## src/rtl/if2_fetch_queue_if.sv

```systemverilog
// ---------------------------------------------------------------------------
// if2_fetch_queue_if
//   Bundles the IF2 fetch-queue traffic. This covers the IF1 request
//   (pc_reg, icache_re, if1_adef), the I-cache response (icache_rvalid,
//   icache_rdata), the backend flush, the pc_wen credit back to IF1, and the
//   valid/ready hand-off to ID (id_valid, id_ready, id_pc, id_inst, id_adef).
//   master : the surroundings (IF1, I-cache, backend, ID) driving the queue.
//   slave  : the fetch queue itself.
// ---------------------------------------------------------------------------
interface if2_fetch_queue_if;
  logic [31:0] pc_reg;
  logic        icache_re;
  logic        if1_adef;
  logic        icache_rvalid;
  logic [31:0] icache_rdata;
  logic        flush;
  logic        pc_wen;
  logic        id_valid;
  logic        id_ready;
  logic [31:0] id_pc;
  logic [31:0] id_inst;
  logic        id_adef;

  modport master (
    output pc_reg, icache_re, if1_adef, icache_rvalid, icache_rdata, flush, id_ready,
    input  pc_wen, id_valid, id_pc, id_inst, id_adef
  );

  modport slave (
    input  pc_reg, icache_re, if1_adef, icache_rvalid, icache_rdata, flush, id_ready,
    output pc_wen, id_valid, id_pc, id_inst, id_adef
  );
endinterface

```

## src/rtl/if2_fetch_queue.sv

```systemverilog
// ---------------------------------------------------------------------------
// if2_fetch_queue
//   IF2 in-order fetch queue. Each IF1 request gets a slot at the tail. The
//   I-cache's in-order responses fill slots at the fill pointer. The head
//   slot is presented to ID once it is filled. After a flush, the responses
//   still owed for wrong-path requests are counted in drop_cnt and discarded
//   as they come back.
//
// Ports:
//   clk    : clock, all state updates on posedge
//   rst_n  : synchronous active-low reset
//   bus    : if2_fetch_queue_if.slave (request, response, flush, credit, ID)
//
// Parameters:
//   DEPTH    : number of slots, power of two, >= 2
//   NOP_INST : word presented to ID for address-error (adef) entries
//
// Optional feature (macro FETCH_QUEUE_BYPASS_EN):
//   When it is defined, a response destined for an unfilled head slot is
//   forwarded to ID in the same cycle. When it is undefined, the id_* outputs
//   come from the slot registers only, and the minimum response-to-ID
//   latency is one cycle.
// ---------------------------------------------------------------------------
module if2_fetch_queue #(
  parameter int unsigned DEPTH    = 4,
  parameter logic [31:0] NOP_INST = 32'h0340_0000
) (
  input logic              clk,
  input logic              rst_n,
  if2_fetch_queue_if.slave bus
);

  localparam int unsigned   PW      = $clog2(DEPTH);
  localparam int unsigned   CW      = PW + 1;   // count: 0..DEPTH
  localparam int unsigned   DW      = PW + 2;   // drop_cnt: 0..DEPTH+1 with headroom
  localparam logic [CW-1:0] DEPTH_C = CW'(DEPTH);

  logic [DEPTH-1:0][31:0] pc_q, pc_d;
  logic [DEPTH-1:0][31:0] inst_q, inst_d;
  logic [DEPTH-1:0]       adef_q, adef_d;
  logic [DEPTH-1:0]       filled_q, filled_d;
  logic [PW-1:0]          head_q, head_d;
  logic [PW-1:0]          fill_q, fill_d;
  logic [PW-1:0]          tail_q, tail_d;
  logic [CW-1:0]          count_q, count_d;
  logic [DW-1:0]          drop_q, drop_d;

  logic [CW-1:0] filled_cnt_s;
  logic [CW-1:0] unfilled_s;
  logic          head_filled_s;
  logic          bypass_s;
  logic          id_valid_s;
  logic          pop_s;
  logic          alloc_s;
  logic          drop_hit_s;
  logic          fill_s;
  logic          fill_write_s;
  logic          pc_wen_s;
  logic [31:0]   id_inst_s;

  // Queue status, handshake decode and credit
  always_comb begin
    // Allocated-unfilled = count minus filled slots. This also covers the
    // full-and-unfilled case, where tail == fill would otherwise read as zero.
    filled_cnt_s = {CW{1'b0}};
    for (int i = 0; i < DEPTH; i++) begin
      filled_cnt_s = filled_cnt_s + {{(CW-1){1'b0}}, filled_q[i]};
    end
    unfilled_s    = count_q - filled_cnt_s;
    head_filled_s = filled_q[head_q];
    drop_hit_s    = bus.icache_rvalid && (drop_q != {DW{1'b0}});
    fill_s        = bus.icache_rvalid && !drop_hit_s && !bus.flush;
`ifdef FETCH_QUEUE_BYPASS_EN
    bypass_s = (count_q != {CW{1'b0}}) && !head_filled_s && (drop_q == {DW{1'b0}}) &&
               !bus.flush && bus.icache_rvalid && (fill_q == head_q);
`else
    bypass_s = 1'b0;
`endif
    id_valid_s = !bus.flush && (head_filled_s || bypass_s);
    pop_s      = id_valid_s && bus.id_ready;
    alloc_s    = bus.icache_re && !bus.flush && (count_q != DEPTH_C);
    // A bypassed entry that ID takes immediately is never written.
    fill_write_s = fill_s && !(bypass_s && bus.id_ready);
    // Conservative credit: ignores a same-cycle pop.
    pc_wen_s = bus.flush ||
               (({1'b0, count_q} + {{CW{1'b0}}, bus.icache_re}) < {1'b0, DEPTH_C});
    if (bypass_s) begin
      id_inst_s = adef_q[head_q] ? NOP_INST : bus.icache_rdata;
    end else begin
      id_inst_s = inst_q[head_q];
    end
  end

  // Next-state for slots, pointers and counters
  always_comb begin
    pc_d     = pc_q;
    inst_d   = inst_q;
    adef_d   = adef_q;
    filled_d = filled_q;
    head_d   = head_q;
    fill_d   = fill_q;
    tail_d   = tail_q;
    count_d  = count_q;
    drop_d   = drop_q;
    if (bus.flush) begin
      filled_d = {DEPTH{1'b0}};
      head_d   = {PW{1'b0}};
      fill_d   = {PW{1'b0}};
      tail_d   = {PW{1'b0}};
      count_d  = {CW{1'b0}};
      // Every response still owed for a discarded or same-cycle request will
      // be dropped. A response arriving now already settles one of them.
      drop_d = drop_q + {{(DW-CW){1'b0}}, unfilled_s}
                      + {{(DW-1){1'b0}}, bus.icache_re}
                      - {{(DW-1){1'b0}}, bus.icache_rvalid};
    end else begin
      if (alloc_s) begin
        pc_d[tail_q]     = bus.pc_reg;
        adef_d[tail_q]   = bus.if1_adef;
        filled_d[tail_q] = 1'b0;
        tail_d           = tail_q + PW'(1);
      end else begin
        tail_d = tail_q;
      end
      if (pop_s) begin
        filled_d[head_q] = 1'b0;
        head_d           = head_q + PW'(1);
      end else begin
        head_d = head_q;
      end
      if (drop_hit_s) begin
        drop_d = drop_q - DW'(1);
      end else begin
        drop_d = drop_q;
      end
      if (fill_s) begin
        // An adef entry still consumes its response. It stores NOP so the
        // head mux needs no adef check.
        if (fill_write_s) begin
          inst_d[fill_q]   = adef_q[fill_q] ? NOP_INST : bus.icache_rdata;
          filled_d[fill_q] = 1'b1;
        end else begin
          inst_d[fill_q] = inst_q[fill_q];
        end
        fill_d = fill_q + PW'(1);
      end else begin
        fill_d = fill_q;
      end
      count_d = count_q + {{(CW-1){1'b0}}, alloc_s} - {{(CW-1){1'b0}}, pop_s};
    end
  end

  // State registers, synchronous active-low reset
  always_ff @(posedge clk) begin
    if (!rst_n) begin
      pc_q     <= {(DEPTH*32){1'b0}};
      inst_q   <= {(DEPTH*32){1'b0}};
      adef_q   <= {DEPTH{1'b0}};
      filled_q <= {DEPTH{1'b0}};
      head_q   <= {PW{1'b0}};
      fill_q   <= {PW{1'b0}};
      tail_q   <= {PW{1'b0}};
      count_q  <= {CW{1'b0}};
      drop_q   <= {DW{1'b0}};
    end else begin
      pc_q     <= pc_d;
      inst_q   <= inst_d;
      adef_q   <= adef_d;
      filled_q <= filled_d;
      head_q   <= head_d;
      fill_q   <= fill_d;
      tail_q   <= tail_d;
      count_q  <= count_d;
      drop_q   <= drop_d;
    end
  end

  assign bus.pc_wen   = pc_wen_s;
  assign bus.id_valid = id_valid_s;
  assign bus.id_pc    = pc_q[head_q];
  assign bus.id_inst  = id_inst_s;
  assign bus.id_adef  = adef_q[head_q];

endmodule

```

## src/flat_wrapper.sv

```systemverilog
// flat-port wrapper written by rule: the top's interface ports become plain ports
module if2_fetch_queue_flat 
#(
  parameter int unsigned DEPTH    = 4,
  parameter logic [31:0] NOP_INST = 32'h0340_0000
)
  (clk, rst_n, bus_pc_reg, bus_icache_re, bus_if1_adef, bus_icache_rvalid, bus_icache_rdata, bus_flush, bus_id_ready, bus_pc_wen, bus_id_valid, bus_id_pc, bus_id_inst, bus_id_adef);
  if2_fetch_queue_if bus_i ();
  input logic clk;
  input logic rst_n;
  input wire logic [$bits(bus_i.pc_reg)-1:0] bus_pc_reg;
  input wire logic [$bits(bus_i.icache_re)-1:0] bus_icache_re;
  input wire logic [$bits(bus_i.if1_adef)-1:0] bus_if1_adef;
  input wire logic [$bits(bus_i.icache_rvalid)-1:0] bus_icache_rvalid;
  input wire logic [$bits(bus_i.icache_rdata)-1:0] bus_icache_rdata;
  input wire logic [$bits(bus_i.flush)-1:0] bus_flush;
  input wire logic [$bits(bus_i.id_ready)-1:0] bus_id_ready;
  output wire logic [$bits(bus_i.pc_wen)-1:0] bus_pc_wen;
  output wire logic [$bits(bus_i.id_valid)-1:0] bus_id_valid;
  output wire logic [$bits(bus_i.id_pc)-1:0] bus_id_pc;
  output wire logic [$bits(bus_i.id_inst)-1:0] bus_id_inst;
  output wire logic [$bits(bus_i.id_adef)-1:0] bus_id_adef;
  assign bus_i.pc_reg = bus_pc_reg;
  assign bus_i.icache_re = bus_icache_re;
  assign bus_i.if1_adef = bus_if1_adef;
  assign bus_i.icache_rvalid = bus_icache_rvalid;
  assign bus_i.icache_rdata = bus_icache_rdata;
  assign bus_i.flush = bus_flush;
  assign bus_i.id_ready = bus_id_ready;
  assign bus_pc_wen = bus_i.pc_wen;
  assign bus_id_valid = bus_i.id_valid;
  assign bus_id_pc = bus_i.id_pc;
  assign bus_id_inst = bus_i.id_inst;
  assign bus_id_adef = bus_i.id_adef;
  if2_fetch_queue #(.DEPTH(DEPTH), .NOP_INST(NOP_INST)) u_core (.clk(clk), .rst_n(rst_n), .bus(bus_i));
endmodule
```

## config.mk

```make
export PLATFORM = sky130hd
export DESIGN_NAME = if2_fetch_queue_flat
export DESIGN_NICKNAME = d
export VERILOG_FILES = /design/src/rtl/if2_fetch_queue_if.sv /design/src/rtl/if2_fetch_queue.sv /design/src/flat_wrapper.sv
export SDC_FILE = /design/constraint.sdc
export NUM_CORES = 1
export LEC_CHECK = 0
export CAP_MARGIN = 20
export CORE_MARGIN = 3
export CORE_UTILIZATION = 30
export CTS_BUF_LIST = sky130_fd_sc_hd__clkbuf_4 sky130_fd_sc_hd__clkbuf_8 sky130_fd_sc_hd__clkbuf_16
export DETAILED_ROUTE_END_ITERATION = 10
export SYNTH_ARGS = -nofsm -noshare
export SYNTH_HDL_FRONTEND = slang
export SYNTH_SLANG_ARGS = --single-unit
```

## constraint.sdc

```tcl
create_clock -name clk -period 10.6 [get_ports clk]
set_clock_uncertainty 0.2 [all_clocks]
set_input_delay 2.12 -clock clk [delete_from_list [all_inputs] [get_ports clk]]
set_output_delay 2.12 -clock clk [all_outputs]
set_load 0.01 [all_outputs]
```

==> impl_metrics.env, run 1 <==
export IMPL_ctsHoldBuffers=0
export IMPL_synthDominantCellAreaShare_pct=45.96
export IMPL_crit_fanout=21
export IMPL_r2r_start="u_core.filled_q[2]$_SDFF_PP0_"
export IMPL_dr_total_vias=9436
export IMPL_synthCells=1258
export IMPL_cts_max_level=2
export IMPL_syn_area_per_cell_sq_um=9.591
export IMPL_drive_above_1_share_pct=12.52
export IMPL_drtIter0Drc=701
export IMPL_clkTransAtPathRegs_ps=50
export IMPL_syn_cell_area_sq_um=12070
export IMPL_drt_total_wl_um=32760
export IMPL_die_w_um=206.5
export IMPL_power_leakage_nw=5.035
export IMPL_routed_via_density=5.008
export IMPL_clk_path_buf_depth=3
export IMPL_ir_worst_vdd_mv=0.09364
export IMPL_grt_overflow_total=0
export IMPL_die_y_um=206.5
export IMPL_top_layer="met4"
export IMPL_cellPowerDensity_nw_per_um2=173.1
export IMPL_io_pins=138
export IMPL_grt_total_usage_pct=15.17
export IMPL_diodes=0
export IMPL_slowest_stage="clkdlybuf4s50_1"
export IMPL_grt_antenna_before_repair=0
export IMPL_post_drt_wl_per_cell_um=17.39
export IMPL_slew_headroom_pct=29.91
export IMPL_ys_seq_area_share_pct=45.96
export IMPL_synth_common_cells="nand2_1, dfxtp_1, a21boi_0"
export IMPL_drv_slew=0
export IMPL_port_buffers=137
export IMPL_grt_pass1_vias=9469
export IMPL_crit_top_cell="clkdlybuf4s50_1"
export IMPL_synth_ff_type="dfxtp_1"
export IMPL_gp_congestion=0.7241
export IMPL_critical_path_class="in -> out"
export IMPL_num_fill_cells=3940
export IMPL_coreArea_sq_um=39190
export IMPL_timing_final_crit_period_ps=6291
export IMPL_max_stage_delay_ps=1080
export IMPL_syn_nets=1359
export IMPL_yosysWarnings=0
export IMPL_first_pass_iters=5
export IMPL_dp_hpwl_um=18780
export IMPL_cts_setup_buffers=0
export IMPL_grt_max_degree=121
export IMPL_drc_errors=0
export IMPL_clock_sinks=277
export IMPL_holdWs_ps=260.1
export IMPL_tritoncts="built"
export IMPL_hold_start="u_core.pc_q[75]$_SDFFE_PN0P_"
export IMPL_status="completed"
export IMPL_finalSetupViolCount=0
export IMPL_tightestPinTransition_ps=1051
export IMPL_grt_pass1_wl_um=51960
export IMPL_ant_nets=0
export IMPL_rows=72
export IMPL_finalCritPeriodShare_pct=59.35
export IMPL_met2_length_um=15570
export IMPL_p_total_w=0.002587
export IMPL_numCtsBuffers=35
export IMPL_synth_area_leaders="dfxtp_1, nand2_1, mux4_2, a21boi_0, o22ai_1"
export IMPL_yosysMostFrequentCell="nand2_1"
export IMPL_clockRootBuffer="clkbuf_16"
export IMPL_cp_start_kind="primary input"
export IMPL_cap_violations=0
export IMPL_synth_edf_count=0
export IMPL_final_setup_tns_ps=0
export IMPL_path_cells="clkdlybuf4s50_1, nor2_1, o21ai_0, clkdlybuf4s50_1"
export IMPL_arrival_ps=3970
export IMPL_nNetsFinal=1442
export IMPL_startpoint="bus_flush"
export IMPL_hold_viol_final=0
export IMPL_wl_met3_um=2162
export IMPL_cts_resized=0
export IMPL_yosys_area_top_type="dfxtp_1"
export IMPL_fmax_mhz=159.0
export IMPL_start_util_pct=30.79
export IMPL_ys_ff_latch=277
export IMPL_clock_latency_ps=530
export IMPL_end_kind="output port"
export IMPL_worstPathRequired_ps=8280
export IMPL_hp_class="reg -> reg"
export IMPL_syn2layout_area_growth_pct=23.87
export IMPL_rsz0062_at_grt="false"
export IMPL_async_flop_share_pct=0
export IMPL_synth_cell_types=42
export IMPL_drt_met1_wl_um=14480
export IMPL_die_area_sq_um=42660
## final cells by class
type / count / area [sq um] / area share, %
Clock buffer: 51 / 1040 / 6.957
Tap cell: 518 / 648.1 / 4.337
Multi-Input combinational cell: 851 / 5954 / 39.84
Clock inverter: 11 / 165.2 / 1.105
Timing Repair Buffer: 154 / 1503 / 10.05
Sequential cell: 277 / 5553 / 37.15
Inverter: 22 / 82.58 / 0.5525
## critical path: cells and delay by family
kind | cells | cell delay [ps]
simple gates | 1 | 110
buf+inv | 2 | 1630
compound gates | 1 | 100
## report_power, final
group | internal, W | switching, W | leakage (nW)
sequential | 0.00107 | 0.0000183 | 2.24
combinational | 0.000136 | 0.000141 | 2.19
clock | 0.000760 | 0.000463 | 0.604
total | 0.00197 | 0.000622 | 5.03
## per-stage QoR
step                instances  setup WS [ps]  util, %  instance area (sq um)
floorplan                1258           5425        -                  12070
global placement         1822           4260    35.06                  13740
detailed placement       1822           4276    35.06                  13740
CTS                      1884           4275    38.14                  14950
global route             1884           4151    38.14                  14950
finish                   1884           4309    38.14                  14950
## path summary, 6_finish.rpt
path                                        end  cells after the start  slack (ps)
hold / removal     u_core.pc_q[75]$_SDFFE_PN0P_                      2         260
setup reg to reg  u_core.drop_q[3]$_SDFFE_PN0P_                     12        6630
setup / recovery                     bus_pc_wen                      4        4310
hold reg to reg    u_core.pc_q[75]$_SDFFE_PN0P_                      2         260
## per-layer routing
metal | GRT usage, % | vias up
met5 | 0 | -
met4 | 4.073 | 0
met3 | 3.371 | 34
met2 | 25.11 | 262
met1 | 20.10 | 4595
li1 | - | 4545
## kinds of logic (layout without fill, tap and decap cells)
kind of cell | after synthesis | count (layout) | synth area share [%]
AO/OA/AOI/OAI | 279 | 279 | 16.59
XOR/XNOR | 9 | 9 | 0.6534
adder cells (fa/ha/maj) | 30 | 30 | 3.484
buffers and inverters | 130 | 238 | 4.687
flip-flops | 277 | 277 | 45.96
multiplexers | 72 | 72 | 12.84
AND/OR/NAND/NOR | 461 | 461 | 15.78
## cell usage in the layout (no fill, tap or decap), types with 3 or more instances in the layout
master           count
nand2_1            413
dfxtp_1            275
clkdlybuf4s50_1    136
a21boi_0           132
o22ai_1            116
mux4_2              66
clkbuf_16           35
ha_1                24
inv_1               22
buf_4               17
nor2_1              10
clkbuf_4             9
o221a_2              8
clkbuf_8             8
xnor2_1              7
fa_1                 6
o21a_1               5
a21oi_1              5
nand3_1              5
nor3b_4              4
mux2i_1              4
nand2_2              4
o221a_1              4
and3_1               4
a211oi_2             4
nor2b_1              3
nand4_1              3
bufinv_16            3
## flip-flops by register name, summed over array words and instances (netlist names)
signal	count
u_core.inst_q	128
u_core.pc_q	128
u_core.adef_q	4
u_core.drop_q	4
u_core.filled_q	4
u_core.count_q	3
u_core.fill_q	2
u_core.head_q	2
u_core.tail_q	2
(Power assumes the default switching activity.)
==> run 2, diff against run 1 <==
==> constraint.sdc (replaced) <==
create_clock -name clk -period 5.1 [get_ports clk]
set_clock_uncertainty 0.2 [all_clocks]
set_input_delay 1.02 -clock clk [delete_from_list [all_inputs] [get_ports clk]]
set_output_delay 1.02 -clock clk [all_outputs]
set_load 0.01 [all_outputs]
==> impl_metrics.env, run 2 (synthesized netlist as in run 1, its figures left out) <==
export IMPL_status="completed"
export IMPL_path_cells="ha_1, fa_1, fa_1, fa_1, xor2_1, xnor2_1, ha_1, inv_1, ha_1, a21oi_1, a22oi_1, or4b_1"
export IMPL_combPwrFrac_pct=11.5
export IMPL_fmax_mhz=252.5
export IMPL_worstPathRequired_ps=5330
export IMPL_drv_slew=0
export IMPL_finalCritPeriodShare_pct=77.66
export IMPL_path_buf_inv=1
export IMPL_hold_viol_final=0
export IMPL_clock_sinks=277
export IMPL_clk_path_buf_depth=3
export IMPL_grt_max_degree=133
export IMPL_switching_share_pct=23.99
export IMPL_tightestPinTransition_ps=897.0
export IMPL_power_leakage_nw=4.957
export IMPL_post_drt_wl_per_cell_um=17.35
export IMPL_clkTransAtPathRegs_ps=60
export IMPL_largestRegisters="u_core.inst_q: 128 flops, u_core.pc_q: 128 flops"
export IMPL_clock_latency_ps=560
export IMPL_coreArea_sq_um=39190
export IMPL_grt_total_usage_pct=14.99
export IMPL_slowest_stage="or4b_1"
export IMPL_drt_total_wl_um=32560
export IMPL_grt_antenna_before_repair=0
export IMPL_hp_class="reg -> reg"
export IMPL_drtIter0Drc=594
export IMPL_final_common_cell="nand2_1"
export IMPL_cp_start_kind="flip-flop"
export IMPL_cellPowerDensity_nw_per_um2=340.1
export IMPL_cap_violations=0
export IMPL_die_w_um=206.5
export IMPL_finalSetupViolCount=0
export IMPL_grt_overflow_total=0
export IMPL_grt_pass1_vias=9276
export IMPL_first_pass_iters=5
export IMPL_dp_hpwl_um=18980
export IMPL_critPathTopFamily="adder cells"
export IMPL_io_pins=138
export IMPL_layout_common_cells="nand2_1, dfxtp_1, clkdlybuf4s50_1"
export IMPL_drive_above_1_share_pct=12.07
export IMPL_final_core_utilization_pct=37.80
export IMPL_dr_total_vias=9341
export IMPL_critical_path_class="reg -> reg"
export IMPL_crit_fanout=3
export IMPL_routed_via_density=4.977
export IMPL_rows=72
export IMPL_cts_setup_buffers=0
export IMPL_tritoncts="built"
export IMPL_port_buffers=137
export IMPL_max_stage_delay_ps=490
export IMPL_timing_final_crit_period_ps=3961
export IMPL_slew_headroom_pct=39.99
export IMPL_diodes=0
export IMPL_gp_congestion=0.7485
export IMPL_p_switching_w=0.001209
export IMPL_ir_worst_vdd_mv=0.2041
export IMPL_p_total_w=0.005039
export IMPL_power_share_clock_pct=43.7
export IMPL_ant_nets=0
export IMPL_nNetsFinal=1441
export IMPL_end_kind="flip-flop"
export IMPL_final_setup_tns_ps=0
export IMPL_die_y_um=206.5
export IMPL_syn2layout_area_growth_pct=22.78
export IMPL_ctsHoldBuffers=0
export IMPL_numCtsBuffers=31
export IMPL_cts_resized=0
export IMPL_p_seq_share_pct=44.8
export IMPL_arrival_ps=4190
export IMPL_drc_errors=0
export IMPL_start_util_pct=30.79
export IMPL_cts_max_level=1
export IMPL_die_area_sq_um=42660
export IMPL_internal_power_w=0.003830
export IMPL_clockRootBuffer="clkbuf_16"
export IMPL_rsz0062_at_grt="false"
export IMPL_grt_pass1_wl_um=51240
## run 2: final timing paths
kind / start / end / slack [ps] / cells past startpoint
max: u_core.filled_q[2]$_SDFF_PP0_ / u_core.drop_q[3]$_SDFFE_PN0P_ / 1140 / 12
min: u_core.pc_q[124]$_SDFFE_PN0P_ / u_core.pc_q[124]$_SDFFE_PN0P_ / 260 / 2
max reg2reg: u_core.filled_q[2]$_SDFF_PP0_ / u_core.drop_q[3]$_SDFFE_PN0P_ / 1140 / 12
min reg2reg: u_core.pc_q[124]$_SDFFE_PN0P_ / u_core.pc_q[124]$_SDFFE_PN0P_ / 260 / 2
## run 2: worst reg2reg max path, stage by stage (launching register included)
cell and delay, ps:
dfxtp_1 330, ha_1 310, fa_1 470, fa_1 390, fa_1 380, xor2_1 160
xnor2_1 130, ha_1 280, inv_1 40, ha_1 330, a21oi_1 210, a22oi_1 120
or4b_1 490
## run 2: per-stage QoR
step                setup slack, ps  cell area [sq um]  cells  hold slack [ps]
floorplan                      1314              12070   1258            240.2
global placement               1177              13800   1825            246.9
detailed placement             1180              13800   1825            255.3
CTS                            1077              14810   1877            263.0
global route                  973.0              14810   1877            280.9
finish                         1139              14810   1877            260.1
## run 2: area by class of cell
cell class | count | area, sq um
well taps | 518 | 648.1
clock buffers | 42 | 902.1
inverters | 22 | 82.58
clock inverters | 10 | 111.4
repair buffers | 157 | 1563
multi-input cells | 851 | 5954
flip-flops and latches | 277 | 5553
fillers | 3919 | 24370
## run 2: power groups by stage
| stage | Sequential [W] | Combinational, W | Clock, W |
|---|---|---|---|
| 5_1_grt | 0.00226 | 0.000633 | 0.00236 |
| 2_1_floorplan | 0.00230 | 0.000351 | 0 |
| 4_1_cts | 0.00226 | 0.000584 | 0.00227 |
| 6_report | 0.00226 | 0.000580 | 0.00220 |
| 3_5_place_dp | 0.00230 | 0.000583 | 0 |
| 3_3_place_gp | 0.00230 | 0.000572 | 0 |
## run 2: metal layers
metal / vias to the layer above / wire, um / track usage, %
li1: 4550 / - / -
met1: 4513 / 14170 / 19.48
met2: 241 / 15690 / 25.84
met3: 37 / 2135 / 3.183
met4: 0 / 555 / 3.055
met5: - / 0 / 0
==> run 3, diff against run 2 <==
==> constraint.sdc (replaced) <==
create_clock -name clk -period 3.6 [get_ports clk]
set_clock_uncertainty 0.2 [all_clocks]
set_input_delay 0.72 -clock clk [delete_from_list [all_inputs] [get_ports clk]]
set_output_delay 0.72 -clock clk [all_outputs]
set_load 0.01 [all_outputs]
==> impl_metrics.env, run 3 (synthesized netlist as in run 1, its figures left out) <==
export IMPL_hp_class="reg -> reg"
export IMPL_cp_start_kind="flip-flop"
export IMPL_die_y_um=206.5
export IMPL_first_pass_iters=5
export IMPL_drive_above_1_share_pct=14.72
export IMPL_drc_errors=0
export IMPL_cellPowerDensity_nw_per_um2=488.5
export IMPL_numCtsBuffers=34
export IMPL_worstPathRequired_ps=3790
export IMPL_dpl_cell_area_sq_um=14090
export IMPL_clockRootBuffer="clkbuf_16"
export IMPL_slew_headroom_pct=39.07
export IMPL_drv_slew=0
export IMPL_final_area_sq_um=15200
export IMPL_routed_via_density=5.052
export IMPL_syn2layout_area_growth_pct=25.97
export IMPL_final_setup_tns_ps=-69.69
export IMPL_dp_hpwl_um=20760
export IMPL_dr_total_vias=9654
export IMPL_tritoncts="built"
export IMPL_grt_pass1_vias=9594
export IMPL_cap_violations=0
export IMPL_r2r_start="u_core.filled_q[3]$_SDFF_PP0_"
export IMPL_io_pins=138
export IMPL_ff2ff_path_depth=12
export IMPL_die_w_um=206.5
export IMPL_gp_congestion=0.7491
export IMPL_path_cells="ha_1, fa_1, fa_2, fa_2, xor2_1, xnor2_1, ha_1, inv_2, ha_4, a21oi_4, a22oi_1, or4b_1"
export IMPL_crit_fanout=3
export IMPL_grt_pass1_wl_um=52250
export IMPL_largestRegisters="u_core.inst_q: 128 flops, u_core.pc_q: 128 flops"
export IMPL_grt_total_usage_pct=15.41
export IMPL_cts_setup_buffers=0
export IMPL_start_util_pct=30.79
export IMPL_finalSetupViolCount=1
export IMPL_final_common_cell="nand2_1"
export IMPL_grt_overflow_total=0
export IMPL_die_area_sq_um=42660
export IMPL_diodes=0
export IMPL_layout_common_cells="nand2_1, dfxtp_1, clkdlybuf4s50_1"
export IMPL_post_drt_wl_per_cell_um=17.70
export IMPL_slowest_stage="or4b_1"
export IMPL_p_total_w=0.007425
export IMPL_finalCritPeriodShare_pct=101.9
export IMPL_ant_nets=0
export IMPL_ir_worst_vdd_mv=0.2735
export IMPL_rsz0062_at_grt="true"
export IMPL_max_stage_delay_ps=490
export IMPL_hold_viol_final=0
export IMPL_arrival_ps=3860
export IMPL_clock_latency_ps=520
export IMPL_failed_checks="negative setup slack"
export IMPL_regToRegEndpoint="u_core.drop_q[3]$_SDFFE_PN0P_"
export IMPL_coreArea_sq_um=39190
export IMPL_rows=72
export IMPL_final_setup_worst_slack_ps=-69.69
export IMPL_cts_max_level=2
export IMPL_drtIter0Drc=588
export IMPL_timing_final_crit_period_ps=3670
export IMPL_startpoint="u_core.filled_q[3]$_SDFF_PP0_"
export IMPL_reg2reg_slack_ps=-70
export IMPL_fmax_mhz=272.5
export IMPL_port_buffers=137
export IMPL_status="finished with violations"
export IMPL_num_fill_cells=3899
export IMPL_critical_path_class="reg -> reg"
export IMPL_drt_total_wl_um=33830
export IMPL_clkTransAtPathRegs_ps=60
export IMPL_tightestPinTransition_ps=914.0
export IMPL_grt_max_degree=133
export IMPL_clk_path_buf_depth=3
export IMPL_nNetsFinal=1473
export IMPL_power_leakage_nw=5.153
export IMPL_crit_end="u_core.drop_q[3]$_SDFFE_PN0P_"
export IMPL_end_kind="flip-flop"
export IMPL_clock_sinks=277
export IMPL_grt_antenna_before_repair=1
==> run 3: cell types whose count changed in the layout (fill, tap and decap cells not counted), moves of 4 or more <==
cell       delta
clkinv_2      +4
buf_12        +4
clkbuf_8      -4
clkbuf_16     +4
buf_4        +25
==> run 3: cell type report <==
class,count,area [sq um],share of cell area (%)
Sequential cell,277,5554,36.54
Inverter,22,82.58,0.5433
Tap cell,518,648.1,4.264
Multi-Input combinational cell,851,5996,39.45
Timing Repair Buffer,186,1831,12.04
Clock inverter,14,132.6,0.8726
Clock buffer,43,954.7,6.281
==> run 3: power breakdown <==
group | internal, W | switching [W]
combinational | 0.000452 | 0.000439
clock | 0.00202 | 0.00132
sequential | 0.00315 | 0.0000523
total | 0.00562 | 0.00181
==> run 3: layer usage <==
layer | track usage, % | share of wire (%)
met5 | 0 | 0.033
met4 | 4.024 | 1.9
met3 | 3.089 | 5.8
met2 | 26.48 | 49
met1 | 19.86 | 44
==> run 3: what timing repair did <==
action,4_1_cts,5_1_grt
hold buffers,0,0
pin swaps,2,0
gates resized for setup,0,3
setup endpoints to repair,1,1
==> run 3: critical path: cells and delay by family (launching register included) <==
family | cells | cell delay, ps
adder cells (fa/ha/maj) | 6 | 2030
AND/OR/NAND/NOR | 1 | 490
flip-flops | 1 | 310
XOR/XNOR | 2 | 270
AO/OA/AOI/OAI | 2 | 230
buffers and inverters | 1 | 40
==> run 3: how the worst min path moves through the flow <==
| stage | from | end | slack (ps) | depth (start not counted) |
|---|---|---|---|---|
| CTS | u_core.pc_q[65]$_SDFFE_PN0P_ | u_core.pc_q[65]$_SDFFE_PN0P_ | 260 | 2 |
| finish | u_core.pc_q[65]$_SDFFE_PN0P_ | u_core.pc_q[65]$_SDFFE_PN0P_ | 260 | 2 |
| floorplan | u_core.pc_q[64]$_SDFFE_PN0P_ | u_core.pc_q[64]$_SDFFE_PN0P_ | 240 | 2 |
| global placement | u_core.pc_q[109]$_SDFFE_PN0P_ | u_core.pc_q[109]$_SDFFE_PN0P_ | 250 | 2 |
| global route | u_core.pc_q[81]$_SDFFE_PN0P_ | u_core.pc_q[81]$_SDFFE_PN0P_ | 280 | 2 |
| detailed placement | u_core.pc_q[65]$_SDFFE_PN0P_ | u_core.pc_q[65]$_SDFFE_PN0P_ | 250 | 2 |
==> run 3: metrics by stage <==
stage	instances	hold WS, ps	util [%]	worst slack [ps]
6_report	1911	257.6	38.78	-69.69
5_1_grt	1911	276.2	38.78	-204.6
4_1_cts	1911	260.7	38.73	-93.04
3_5_place_dp	1854	253.6	35.95	-124.3
3_3_place_gp	1854	245.8	35.95	-93.45
2_1_floorplan	1258	240.2	-	-3.383
==> patch (settings of run 3) <==
`DEPTH` is set to 4 in 2 places; all go to 2.
--- a/src/rtl/if2_fetch_queue.sv
+++ b/src/rtl/if2_fetch_queue.sv
@@ -24,3 +24,3 @@
 module if2_fetch_queue #(
-  parameter int unsigned DEPTH    = 4,
+  parameter int unsigned DEPTH    = 2,
   parameter logic [31:0] NOP_INST = 32'h0340_0000
--- a/src/flat_wrapper.sv
+++ b/src/flat_wrapper.sv
@@ -3,3 +3,3 @@
 #(
-  parameter int unsigned DEPTH    = 4,
+  parameter int unsigned DEPTH    = 2,
   parameter logic [31:0] NOP_INST = 32'h0340_0000
Behaviour: not the same (a bounded check fails within 4 cycles, from zero or initial values and one cycle with rst_n low).
==> patch against run 3 <==
Worst setup slack better by 0.58 ns; sequential cell count is 137 lower; design area is 43% lower; routed wire length is 55% lower; highest routed layer unchanged; cell count is 45% lower; power is 43% lower; synthesized cell count is 48% lower; area after synthesis is 47% lower.
==> patch: results (changes against run 3) <==
Met3 Track Usage GR = 6.277% (+3.2 points)
HPWL Detailed = 10.01 mm (-52%)
Flop pwr share = 39.5% (-3.6 points)
Met3 wire len = 1.242 mm (-36%)
Leakage = 3.703 nW (-28%)
Synthesized net count = 738 (-46%)
Largest registers = u_core.inst_q (64), u_core.pc_q (64), u_core.drop_q (3)
Status = finished clean
Sequential share of the synthesized area = 43.58% (-2.4 points)
Global-route usage over all layers = 13.04% (-2.4 points)
Pre-Repair DR Iteration Count = 4 (-1)
Slew @ Worst Pin = 0.9821 ns (+0.06808 ns)
Drt first-iter violations = 164 (-72%)
Number of global-route vias before repair = 4,908 (-49%)
Crit path arrival time = 2.17 ns (-1.69 ns)
Crit-path slowest cell = dfxtp_4
Switching power = 1.014 mW (-44%)
DR vias = 4,803 (-50%)
Synth area leaders = dfxtp_1 (44%), mux2i_1 (21%), mux2_2 (12%)
Clk_lat worst skew = 0.41 ns (-0.11 ns)
Filler cells = 2,002 (-49%)
Met1 wire length = 7.302 mm (-51%)
First-pass GRT wire length = 25.12 mm (-52%)
Crit-path max FO = 34 (+31)
Placed Cells = 1,027 (-45%)
M1 GR Usage = 16.78% (-3.1 points)
Netlist cell types = 37 (-12%)
Final WL = 15.24 mm (-55%)
Met2 WL = 6.593 mm (-60%)
CP delay by family, top = buffers and inverters
CTS Buffer Depth = 2 (-1)
patch: changes by cell type in the layout (fill, tap and decap cells not counted), moves of 16 or more:
cell	change
ha_1	-16
a21boi_0	-132
nand2_1	-246
clkbuf_16	-17
o22ai_1	-116
buf_4	-34
nand3_1	+28
mux4_2	-66
mux2_2	+64
mux2i_1	+127
dfxtp_1	-135
patch: cell families after synthesis:
| logic type | synth area share [%] |
|---|---|
| AO/OA/AOI/OAI | 1.965 |
| XOR/XNOR | 0.5448 |
| adder cells (fa/ha/maj) | 2.101 |
| buffers and inverters | 4.611 |
| flip-flops | 43.58 |
| multiplexers | 32.10 |
| AND/OR/NAND/NOR | 15.10 |
patch: path summary, 6_finish.rpt:
check                     start          endpoint  slack (ns)
min reg2reg      u_core.pc_q[0]    u_core.pc_q[0]        0.25
max reg2reg  u_core.filled_q[0]  u_core.drop_q[2]        0.65
min              u_core.pc_q[0]    u_core.pc_q[0]        0.25
max               u_core.head_q   bus_id_inst[25]        0.51
patch: through the flow:
| stage | power, mW | hold WS (ns) | utilization [%] | instance area (µm²) | worst slack (ns) |
|---|---|---|---|---|---|
| final | 4.258 | 0.2526 | 42.22 | 8708 | 0.5110 |
| after global routing | 4.462 | 0.2699 | 42.22 | 8708 | 0.3933 |
| after CTS | 4.329 | 0.2543 | 42.22 | 8708 | 0.4337 |
| after detailed placement | 2.369 | 0.2444 | 39.04 | 8051 | 0.4321 |
| after global placement | 2.371 | 0.2397 | 39.04 | 8051 | 0.4503 |
| after floorplan | 2.093 | 0.2322 | - | 6431 | 0.7591 |
patch: cell type report:
cell class,instances,area share (%)
sequential,140,32.23
clock buffer,23,5.747
tap,270,3.879
clock inverter,9,1.796
timing repair buffer,149,17.37
multi-input combinational,456,38.46
inverter,12,0.5172
